### src/rtl/top_if_wrapper_pkg.sv
// rtl/top_if_wrapper_pkg.sv - shared constants, beat type and round-robin search helper
package top_if_wrapper_pkg;

  localparam int N_CH   = 8;
  localparam int DATA_W = 32;
  localparam int CH_W   = 3;

  typedef struct packed {
    logic [DATA_W-1:0] data;
    logic              last;
  } beat_t;

  typedef enum logic {
    ARB_IDLE,
    ARB_LOCKED
  } arb_state_t;

  typedef struct packed {
    logic            found;
    logic [CH_W-1:0] idx;
  } pick_t;

  // Walk offsets from farthest to nearest so the channel closest after last_ptr wins.
  function automatic pick_t rr_pick(input logic [N_CH-1:0] req, input logic [CH_W-1:0] last_ptr);
    pick_t           p;
    logic [CH_W-1:0] idx;
    p = '0;
    for (int i = N_CH; i >= 1; i--) begin
      idx = last_ptr + CH_W'(i);
      if (req[idx]) begin
        p.found = 1'b1;
        p.idx   = idx;
      end
    end
    return p;
  endfunction

endpackage

### src/rtl/top_if_wrapper_if.sv
// rtl/top_if_wrapper_if.sv - packet stream interfaces for the merge inputs and output
interface input_if;
  import top_if_wrapper_pkg::*;

  logic              valid;
  logic [DATA_W-1:0] data;
  logic              last;
  logic              ready;

  modport master (output valid, data, last, input ready);
  modport slave  (input valid, data, last, output ready);
endinterface

interface output_if;
  import top_if_wrapper_pkg::*;

  logic              valid;
  logic [DATA_W-1:0] data;
  logic              last;
  logic [CH_W-1:0]   ch_id;
  logic              ready;

  modport master (output valid, data, last, ch_id, input ready);
  modport slave  (input valid, data, last, ch_id, output ready);
endinterface

### src/rtl/top_if_wrapper_rr_arbiter.sv
// rtl/top_if_wrapper_rr_arbiter.sv - packet-locked round-robin arbiter over 8 requests
module rr_arbiter
  import top_if_wrapper_pkg::*;
(
  input  logic            clk,
  input  logic            reset_n,
  input  logic [N_CH-1:0] req,
  input  logic            xfer,
  input  logic            xfer_last,
  output logic [N_CH-1:0] grant_oh,
  output logic [CH_W-1:0] grant_idx,
  output logic            grant_vld
);

  arb_state_t      state;
  logic [CH_W-1:0] lock_idx;
  logic [CH_W-1:0] last_ptr;
  pick_t           pick;

  // Unlocked grants are combinational so a released packet hands over without a bubble.
  always_comb begin
    pick      = rr_pick(req, last_ptr);
    grant_idx = pick.idx;
    grant_vld = pick.found;
    if (state == ARB_LOCKED) begin
      grant_idx = lock_idx;
      grant_vld = 1'b1;
    end
    grant_oh = grant_vld ? (N_CH'(1) << grant_idx) : '0;
  end

  always_ff @(posedge clk or negedge reset_n) begin
    if (!reset_n) begin
      state    <= ARB_IDLE;
      lock_idx <= '0;
      last_ptr <= CH_W'(N_CH - 1);
    end else if (xfer) begin
      if (xfer_last) begin
        state    <= ARB_IDLE;
        last_ptr <= grant_idx;
      end else begin
        state    <= ARB_LOCKED;
        lock_idx <= grant_idx;
      end
    end
  end

endmodule

### src/rtl/top_if_wrapper.sv
// rtl/top_if_wrapper.sv - merges 8 packet streams onto one registered output, round-robin per packet
module top_if_wrapper #(
  parameter int N_CH   = 8,
  parameter int DATA_W = 32
) (
  input  logic     clk,
  input  logic     reset_n,
  input_if.slave   _if_i_ch0,
  input_if.slave   _if_i_ch1,
  input_if.slave   _if_i_ch2,
  input_if.slave   _if_i_ch3,
  input_if.slave   _if_i_ch4,
  input_if.slave   _if_i_ch5,
  input_if.slave   _if_i_ch6,
  input_if.slave   _if_i_ch7,
  output_if.master _if_o
);

  localparam int CH_W = top_if_wrapper_pkg::CH_W;

  logic [N_CH-1:0]   in_valid;
  logic [N_CH-1:0]   in_last;
  logic [N_CH-1:0]   in_ready;
  logic [DATA_W-1:0] in_data [N_CH];

  logic [N_CH-1:0]   grant_oh;
  logic [CH_W-1:0]   grant_idx;
  logic              grant_vld;
  logic              can_take;
  logic              accept;

  top_if_wrapper_pkg::beat_t out_q;
  logic                      out_valid;
  logic [CH_W-1:0]           out_ch;

  assign in_valid[0] = _if_i_ch0.valid;
  assign in_valid[1] = _if_i_ch1.valid;
  assign in_valid[2] = _if_i_ch2.valid;
  assign in_valid[3] = _if_i_ch3.valid;
  assign in_valid[4] = _if_i_ch4.valid;
  assign in_valid[5] = _if_i_ch5.valid;
  assign in_valid[6] = _if_i_ch6.valid;
  assign in_valid[7] = _if_i_ch7.valid;

  assign in_last[0] = _if_i_ch0.last;
  assign in_last[1] = _if_i_ch1.last;
  assign in_last[2] = _if_i_ch2.last;
  assign in_last[3] = _if_i_ch3.last;
  assign in_last[4] = _if_i_ch4.last;
  assign in_last[5] = _if_i_ch5.last;
  assign in_last[6] = _if_i_ch6.last;
  assign in_last[7] = _if_i_ch7.last;

  assign in_data[0] = _if_i_ch0.data;
  assign in_data[1] = _if_i_ch1.data;
  assign in_data[2] = _if_i_ch2.data;
  assign in_data[3] = _if_i_ch3.data;
  assign in_data[4] = _if_i_ch4.data;
  assign in_data[5] = _if_i_ch5.data;
  assign in_data[6] = _if_i_ch6.data;
  assign in_data[7] = _if_i_ch7.data;

  assign _if_i_ch0.ready = in_ready[0];
  assign _if_i_ch1.ready = in_ready[1];
  assign _if_i_ch2.ready = in_ready[2];
  assign _if_i_ch3.ready = in_ready[3];
  assign _if_i_ch4.ready = in_ready[4];
  assign _if_i_ch5.ready = in_ready[5];
  assign _if_i_ch6.ready = in_ready[6];
  assign _if_i_ch7.ready = in_ready[7];

  // reset_n gates ready so nothing is offered while reset is held.
  assign can_take = reset_n & (~out_valid | _if_o.ready);
  assign in_ready = can_take ? grant_oh : '0;
  assign accept   = can_take & grant_vld & in_valid[grant_idx];

  rr_arbiter u_arb (
    .clk       (clk),
    .reset_n   (reset_n),
    .req       (in_valid),
    .xfer      (accept),
    .xfer_last (in_last[grant_idx]),
    .grant_oh  (grant_oh),
    .grant_idx (grant_idx),
    .grant_vld (grant_vld)
  );

  always_ff @(posedge clk or negedge reset_n) begin
    if (!reset_n) begin
      out_valid <= 1'b0;
      out_q     <= '0;
      out_ch    <= '0;
    end else if (accept) begin
      out_valid  <= 1'b1;
      out_q.data <= in_data[grant_idx];
      out_q.last <= in_last[grant_idx];
      out_ch     <= grant_idx;
    end else if (_if_o.ready) begin
      out_valid <= 1'b0;
    end
  end

  assign _if_o.valid = out_valid;
  assign _if_o.data  = out_q.data;
  assign _if_o.last  = out_q.last;
  assign _if_o.ch_id = out_ch;

endmodule

### src/flat_wrapper.sv
// flat-port wrapper written by rule: the top's interface ports become plain ports
module top_if_wrapper_flat 
#(
  parameter int N_CH   = 8,
  parameter int DATA_W = 32
)
  (clk, reset_n, _if_i_ch0_valid, _if_i_ch0_data, _if_i_ch0_last, _if_i_ch0_ready, _if_i_ch1_valid, _if_i_ch1_data, _if_i_ch1_last, _if_i_ch1_ready, _if_i_ch2_valid, _if_i_ch2_data, _if_i_ch2_last, _if_i_ch2_ready, _if_i_ch3_valid, _if_i_ch3_data, _if_i_ch3_last, _if_i_ch3_ready, _if_i_ch4_valid, _if_i_ch4_data, _if_i_ch4_last, _if_i_ch4_ready, _if_i_ch5_valid, _if_i_ch5_data, _if_i_ch5_last, _if_i_ch5_ready, _if_i_ch6_valid, _if_i_ch6_data, _if_i_ch6_last, _if_i_ch6_ready, _if_i_ch7_valid, _if_i_ch7_data, _if_i_ch7_last, _if_i_ch7_ready, _if_o_valid, _if_o_data, _if_o_last, _if_o_ch_id, _if_o_ready);
  input_if _if_i_ch0_i ();
  input_if _if_i_ch1_i ();
  input_if _if_i_ch2_i ();
  input_if _if_i_ch3_i ();
  input_if _if_i_ch4_i ();
  input_if _if_i_ch5_i ();
  input_if _if_i_ch6_i ();
  input_if _if_i_ch7_i ();
  output_if _if_o_i ();
  input  logic clk;
  input  logic reset_n;
  input wire logic [$bits(_if_i_ch0_i.valid)-1:0] _if_i_ch0_valid;
  input wire logic [$bits(_if_i_ch0_i.data)-1:0] _if_i_ch0_data;
  input wire logic [$bits(_if_i_ch0_i.last)-1:0] _if_i_ch0_last;
  output wire logic [$bits(_if_i_ch0_i.ready)-1:0] _if_i_ch0_ready;
  input wire logic [$bits(_if_i_ch1_i.valid)-1:0] _if_i_ch1_valid;
  input wire logic [$bits(_if_i_ch1_i.data)-1:0] _if_i_ch1_data;
  input wire logic [$bits(_if_i_ch1_i.last)-1:0] _if_i_ch1_last;
  output wire logic [$bits(_if_i_ch1_i.ready)-1:0] _if_i_ch1_ready;
  input wire logic [$bits(_if_i_ch2_i.valid)-1:0] _if_i_ch2_valid;
  input wire logic [$bits(_if_i_ch2_i.data)-1:0] _if_i_ch2_data;
  input wire logic [$bits(_if_i_ch2_i.last)-1:0] _if_i_ch2_last;
  output wire logic [$bits(_if_i_ch2_i.ready)-1:0] _if_i_ch2_ready;
  input wire logic [$bits(_if_i_ch3_i.valid)-1:0] _if_i_ch3_valid;
  input wire logic [$bits(_if_i_ch3_i.data)-1:0] _if_i_ch3_data;
  input wire logic [$bits(_if_i_ch3_i.last)-1:0] _if_i_ch3_last;
  output wire logic [$bits(_if_i_ch3_i.ready)-1:0] _if_i_ch3_ready;
  input wire logic [$bits(_if_i_ch4_i.valid)-1:0] _if_i_ch4_valid;
  input wire logic [$bits(_if_i_ch4_i.data)-1:0] _if_i_ch4_data;
  input wire logic [$bits(_if_i_ch4_i.last)-1:0] _if_i_ch4_last;
  output wire logic [$bits(_if_i_ch4_i.ready)-1:0] _if_i_ch4_ready;
  input wire logic [$bits(_if_i_ch5_i.valid)-1:0] _if_i_ch5_valid;
  input wire logic [$bits(_if_i_ch5_i.data)-1:0] _if_i_ch5_data;
  input wire logic [$bits(_if_i_ch5_i.last)-1:0] _if_i_ch5_last;
  output wire logic [$bits(_if_i_ch5_i.ready)-1:0] _if_i_ch5_ready;
  input wire logic [$bits(_if_i_ch6_i.valid)-1:0] _if_i_ch6_valid;
  input wire logic [$bits(_if_i_ch6_i.data)-1:0] _if_i_ch6_data;
  input wire logic [$bits(_if_i_ch6_i.last)-1:0] _if_i_ch6_last;
  output wire logic [$bits(_if_i_ch6_i.ready)-1:0] _if_i_ch6_ready;
  input wire logic [$bits(_if_i_ch7_i.valid)-1:0] _if_i_ch7_valid;
  input wire logic [$bits(_if_i_ch7_i.data)-1:0] _if_i_ch7_data;
  input wire logic [$bits(_if_i_ch7_i.last)-1:0] _if_i_ch7_last;
  output wire logic [$bits(_if_i_ch7_i.ready)-1:0] _if_i_ch7_ready;
  output wire logic [$bits(_if_o_i.valid)-1:0] _if_o_valid;
  output wire logic [$bits(_if_o_i.data)-1:0] _if_o_data;
  output wire logic [$bits(_if_o_i.last)-1:0] _if_o_last;
  output wire logic [$bits(_if_o_i.ch_id)-1:0] _if_o_ch_id;
  input wire logic [$bits(_if_o_i.ready)-1:0] _if_o_ready;
  assign _if_i_ch0_i.valid = _if_i_ch0_valid;
  assign _if_i_ch0_i.data = _if_i_ch0_data;
  assign _if_i_ch0_i.last = _if_i_ch0_last;
  assign _if_i_ch0_ready = _if_i_ch0_i.ready;
  assign _if_i_ch1_i.valid = _if_i_ch1_valid;
  assign _if_i_ch1_i.data = _if_i_ch1_data;
  assign _if_i_ch1_i.last = _if_i_ch1_last;
  assign _if_i_ch1_ready = _if_i_ch1_i.ready;
  assign _if_i_ch2_i.valid = _if_i_ch2_valid;
  assign _if_i_ch2_i.data = _if_i_ch2_data;
  assign _if_i_ch2_i.last = _if_i_ch2_last;
  assign _if_i_ch2_ready = _if_i_ch2_i.ready;
  assign _if_i_ch3_i.valid = _if_i_ch3_valid;
  assign _if_i_ch3_i.data = _if_i_ch3_data;
  assign _if_i_ch3_i.last = _if_i_ch3_last;
  assign _if_i_ch3_ready = _if_i_ch3_i.ready;
  assign _if_i_ch4_i.valid = _if_i_ch4_valid;
  assign _if_i_ch4_i.data = _if_i_ch4_data;
  assign _if_i_ch4_i.last = _if_i_ch4_last;
  assign _if_i_ch4_ready = _if_i_ch4_i.ready;
  assign _if_i_ch5_i.valid = _if_i_ch5_valid;
  assign _if_i_ch5_i.data = _if_i_ch5_data;
  assign _if_i_ch5_i.last = _if_i_ch5_last;
  assign _if_i_ch5_ready = _if_i_ch5_i.ready;
  assign _if_i_ch6_i.valid = _if_i_ch6_valid;
  assign _if_i_ch6_i.data = _if_i_ch6_data;
  assign _if_i_ch6_i.last = _if_i_ch6_last;
  assign _if_i_ch6_ready = _if_i_ch6_i.ready;
  assign _if_i_ch7_i.valid = _if_i_ch7_valid;
  assign _if_i_ch7_i.data = _if_i_ch7_data;
  assign _if_i_ch7_i.last = _if_i_ch7_last;
  assign _if_i_ch7_ready = _if_i_ch7_i.ready;
  assign _if_o_valid = _if_o_i.valid;
  assign _if_o_data = _if_o_i.data;
  assign _if_o_last = _if_o_i.last;
  assign _if_o_ch_id = _if_o_i.ch_id;
  assign _if_o_i.ready = _if_o_ready;
  top_if_wrapper #(.N_CH(N_CH), .DATA_W(DATA_W)) u_core (.clk(clk), .reset_n(reset_n), ._if_i_ch0(_if_i_ch0_i), ._if_i_ch1(_if_i_ch1_i), ._if_i_ch2(_if_i_ch2_i), ._if_i_ch3(_if_i_ch3_i), ._if_i_ch4(_if_i_ch4_i), ._if_i_ch5(_if_i_ch5_i), ._if_i_ch6(_if_i_ch6_i), ._if_i_ch7(_if_i_ch7_i), ._if_o(_if_o_i));
endmodule
### config.mk
export PLATFORM = sky130hd
export DESIGN_NAME = top_if_wrapper_flat
export DESIGN_NICKNAME = d
export VERILOG_FILES = /design/src/rtl/top_if_wrapper_pkg.sv /design/src/rtl/top_if_wrapper_if.sv /design/src/rtl/top_if_wrapper_rr_arbiter.sv /design/src/rtl/top_if_wrapper.sv /design/src/flat_wrapper.sv
export SDC_FILE = /design/constraint.sdc
export NUM_CORES = 1
export LEC_CHECK = 0
export CORE_AREA = 2 2 124 126
export CTS_CLUSTER_SIZE = 14
export DETAILED_ROUTE_END_ITERATION = 6
export DIE_AREA = 0 0 126 128
export MAX_ROUTING_LAYER = met4
export PLACE_DENSITY = 0.88
export SYNTH_ARGS = -nofsm -noshare
export SYNTH_HDL_FRONTEND = slang
export SYNTH_HIERARCHICAL = 1
export SYNTH_SLANG_ARGS = --single-unit
### constraint.sdc
create_clock -name clk -period 4.45 [get_ports clk]
set_input_delay 0.89 -clock clk [delete_from_list [all_inputs] [get_ports clk]]
set_output_delay 0.89 -clock clk [all_outputs]
set_load 0.03 [all_outputs]
==> flow_metrics.tcl <==
set metrics [dict create \
    worst_setup_path_endpoint "_if_i_ch1_ready" \
    synth.cell_area_sq_um 4790 \
    total_of_warnings_raised_by_yosys 6 \
    drtPass1Iterations 6 \
    postSynthCellCount 359 \
    worst_slew_pin_slew_ns 0.501 \
    critPathCaptureType "output pin" \
    outcome "finished, final reports clean" \
    max_clock_freq_mhz 228 \
    vdd.ir_drop.worst_mv 0.426 \
    detailed_placement_wirelength_estimate_um 17500 \
    worst-endpoint-required_ns 3.56 \
    portBuffers 319 \
    start_util_pct 32.2 \
    mostFrequentLayoutCells "302 x sky130_fd_sc_hd__clkdlybuf4s50_1, 78 x sky130_fd_sc_hd__mux4_2, 55 x sky130_fd_sc_hd__mux2_2, 52 x sky130_fd_sc_hd__buf_4, 41 x sky130_fd_sc_hd__dfrtp_1" \
    path_max_fanout 11 \
    drt_first_iter_violations 283 \
    syn_to_final_growth_pct 83.9 \
    worst-r2r-setup-slack_ns 0.13 \
    clock_tree.htree_level_count 2 \
    async_flop_share_pct 100 \
    timing.slew.headroom_pct 66.5 \
    dr_total_vias 4939 \
    net_count_of_the_finished_layout 987 \
    report.final.hold_viol_count 0 \
    worst_r2r_endpoint "u_core/_if_o.data[22]" \
    post_drt_antenna_nets 0 \
    postRouteWirelength_um 20700 \
    std_cell_rows 45 \
    share_of_final_layout_standard_cells_stronger_than_drive_strength_1_pct 36.4 \
    routabilityCongestion 0.936 \
    antenna_found_initial 1 \
    max_cap_violations 0 \
    worstSetupPathType "reg -> out" \
    floorplan.die.width_um 126 \
    core_area_sq_um 14900 \
    vias_per_cell 5.49 \
    fin_total_pwr_mw 7.83 \
    mostFrequentLayoutCell "sky130_fd_sc_hd__clkdlybuf4s50_1" \
    postSynthAreaPerCell_sq_um 13.4 \
    boundaryPins 320 \
    timing.final.crit_period_ns 4.38 \
    fin_setup_tns_ns 0 \
    final_critical_path_setup_slack_ns 0.0714 \
    synth.top_cell.area_share_pct 36.6 \
    clock_insertion_delay_worst_skew_ns 0.29 \
    postSynth.topFlopCell "sky130_fd_sc_hd__dfrtp_1" \
    cts.sinks 44 \
    yosysTopAreaCell "sky130_fd_sc_hd__mux4_2" \
    power-per-cell-area_nw_per_um2 888 \
    static-leakage-power_nw 3.43 \
    cp_data_arrival_time_ns 3.49 \
    dp_slack_ns -0.282 \
    tritoncts "built" \
    timing.final.setup_violations 0 \
    flip_flop_and_latch_count_after_synthesis 44 \
    start_kind "flip-flop" \
    final_min_period_over_clock_period_pct 98.4 \
    avgRoutedWirePerCell_um 23.0 \
    wire_length_of_the_first_global_routing_pass_um 31200 \
    reg2reg_from "u_core/u_arb/last_ptr[0]" \
    grt_pass1_vias 5336 \
    design.die.area_sq_um 16100 \
    slew_viols_final 0 \
    min-delay-path-class "in -> async" \
    synth_top_cells_by_area "sky130_fd_sc_hd__mux4_2 37%, sky130_fd_sc_hd__dfrtp_1 21%, sky130_fd_sc_hd__mux2_2 13%" \
    post-route-drc-count 0 \
    synth_sequential_area_ratio_pct 23.0 \
    clk_transition_reported_paths_ns 0.06 \
    cts_hold_buf 0 \
    cts_buffer_depth 2 \
    reg2regPathDepth 18 \
    synth_nets 636 \
    grt_util_all_layers_pct 25.8 \
    clk_root_buffer_cell "sky130_fd_sc_hd__clkbuf_16" \
    synth-edff-count 0 \
    numCtsBuffers 5 \
    final.setup_skew_ns 0.00811 \
    pin_count_of_the_biggest_net_entering_global_routing 37 \
    grt-ovfl-total 0 \
    setup.worst_path.start "u_core/u_arb/last_ptr[0]" \
    die_height_um 128 \
    yosys.cell_types.count 50 \
]
==> kinds of logic (layout without fill, tap and decap cells) <==
logic type	Yosys count	in the layout	synth area share [%]
XOR/XNOR	4	4	0.731
adder cells (fa/ha/maj)	2	2	0.522
AO/OA/AOI/OAI	38	38	5.64
other	0	1	0
multiplexers	162	162	57.5
flip-flops	44	44	23.0
AND/OR/NAND/NOR	65	65	7.00
buffers and inverters	44	396	5.59
==> registers in the layout, indices dropped and copies added, names as in the netlist <==
register and count:
u_core/_if_o.valid 1, u_core/u_arb/state 1, u_core/_if_o.data 32, u_core/u_arb/lock_idx 3, u_core/_if_o.last 1, u_core/_if_o.ch_id 3, u_core/u_arb/last_ptr 3
==> cells in the mapped netlist (all sizes together), types with 2 or more instances <==
library cell,instances
xor2,3
o21ai,10
dfstp,3
clkbuf,7
nand3,6
nand2b,6
and4,2
mux4,78
mux2,72
a31oi,2
ha,2
nand2,20
a21oi,10
inv,13
mux2i,12
buf,24
dfrtp,41
o31ai,2
nor2,7
and2,2
nor3,5
and3,13
nor4,2
==> how the worst min path moves through the flow <==
| stage | startpoint | to | cells after the start |
|---|---|---|---|
| after floorplan | u_core/u_arb/lock_idx[1] | u_core/u_arb/lock_idx[1] | 2 |
| after global placement | u_core/u_arb/lock_idx[1] | u_core/u_arb/lock_idx[1] | 2 |
| after detailed placement | u_core/_if_o.data[24] | u_core/_if_o.data[24] | 1 |
| after CTS | reset_n | u_core/u_arb/lock_idx[2] | 1 |
| after global routing | reset_n | u_core/u_arb/lock_idx[0] | 1 |
| final | reset_n | u_core/u_arb/lock_idx[2] | 1 |
==> power by group <==
group | switching (mW) | internal, mW
Combinational | 2.90 | 3.59
Sequential | 0.164 | 0.635
Clock | 0.163 | 0.379
==> final cells by class <==
| type | count | area [sq um] |
|---|---|---|
| Timing Repair Buffer | 375 | 3660 |
| Fill cell | 1209 | 6050 |
| Antenna cell | 1 | 2.50 |
| Clock buffer | 5 | 125 |
| Tap cell | 188 | 235 |
| Multi-Input combinational cell | 271 | 3540 |
| Sequential cell | 44 | 1100 |
| Clock inverter | 3 | 90.1 |
| Inverter | 13 | 56.3 |
==> critical path: stages, from the launching register on <==
cell and delay, ns:
sky130_fd_sc_hd__dfstp_2 0.56, sky130_fd_sc_hd__inv_2 0.06, sky130_fd_sc_hd__ha_4 0.31, sky130_fd_sc_hd__buf_6 0.16, sky130_fd_sc_hd__mux4_2 0.39, sky130_fd_sc_hd__a221oi_2 0.31
sky130_fd_sc_hd__a31o_1 0.19, sky130_fd_sc_hd__a222oi_1 0.09, sky130_fd_sc_hd__a21oi_1 0.36, sky130_fd_sc_hd__o31ai_4 0.13, sky130_fd_sc_hd__buf_6 0.14, sky130_fd_sc_hd__and3_1 0.17
sky130_fd_sc_hd__and3_1 0.16, sky130_fd_sc_hd__buf_4 0.16
==> metal layers <==
layer	track usage, %	part of all wire, %	vias up
met4	4.85	1.5	0
met2	45.4	52	249
met5	-	0	-
met1	31.1	40	2502
li1	-	-	2164
met3	4.97	6.6	24
==> through the flow <==
step | instances | util, % | hold WS, ns | cell area (sq um)
after floorplan | 359 | - | 0.450 | 4820
after global placement | 885 | 57.0 | 0.467 | 8470
after detailed placement | 885 | 57.0 | 0.501 | 8470
after CTS | 898 | 58.7 | 0.481 | 8720
after global routing | 900 | 59.3 | 0.489 | 8810
final | 900 | 59.3 | 0.489 | 8810
==> repair_timing <==
| action | CTS | global route |
|---|---|---|
| cloned | 1 | 0 |
| pin swaps | 2 | 7 |
| setup endpoints to repair | 8 | 47 |
| resized for setup | 13 | 30 |
| buffers inserted | 4 | 2 |
No activity file was read; power rests on OpenSTA's default activity.
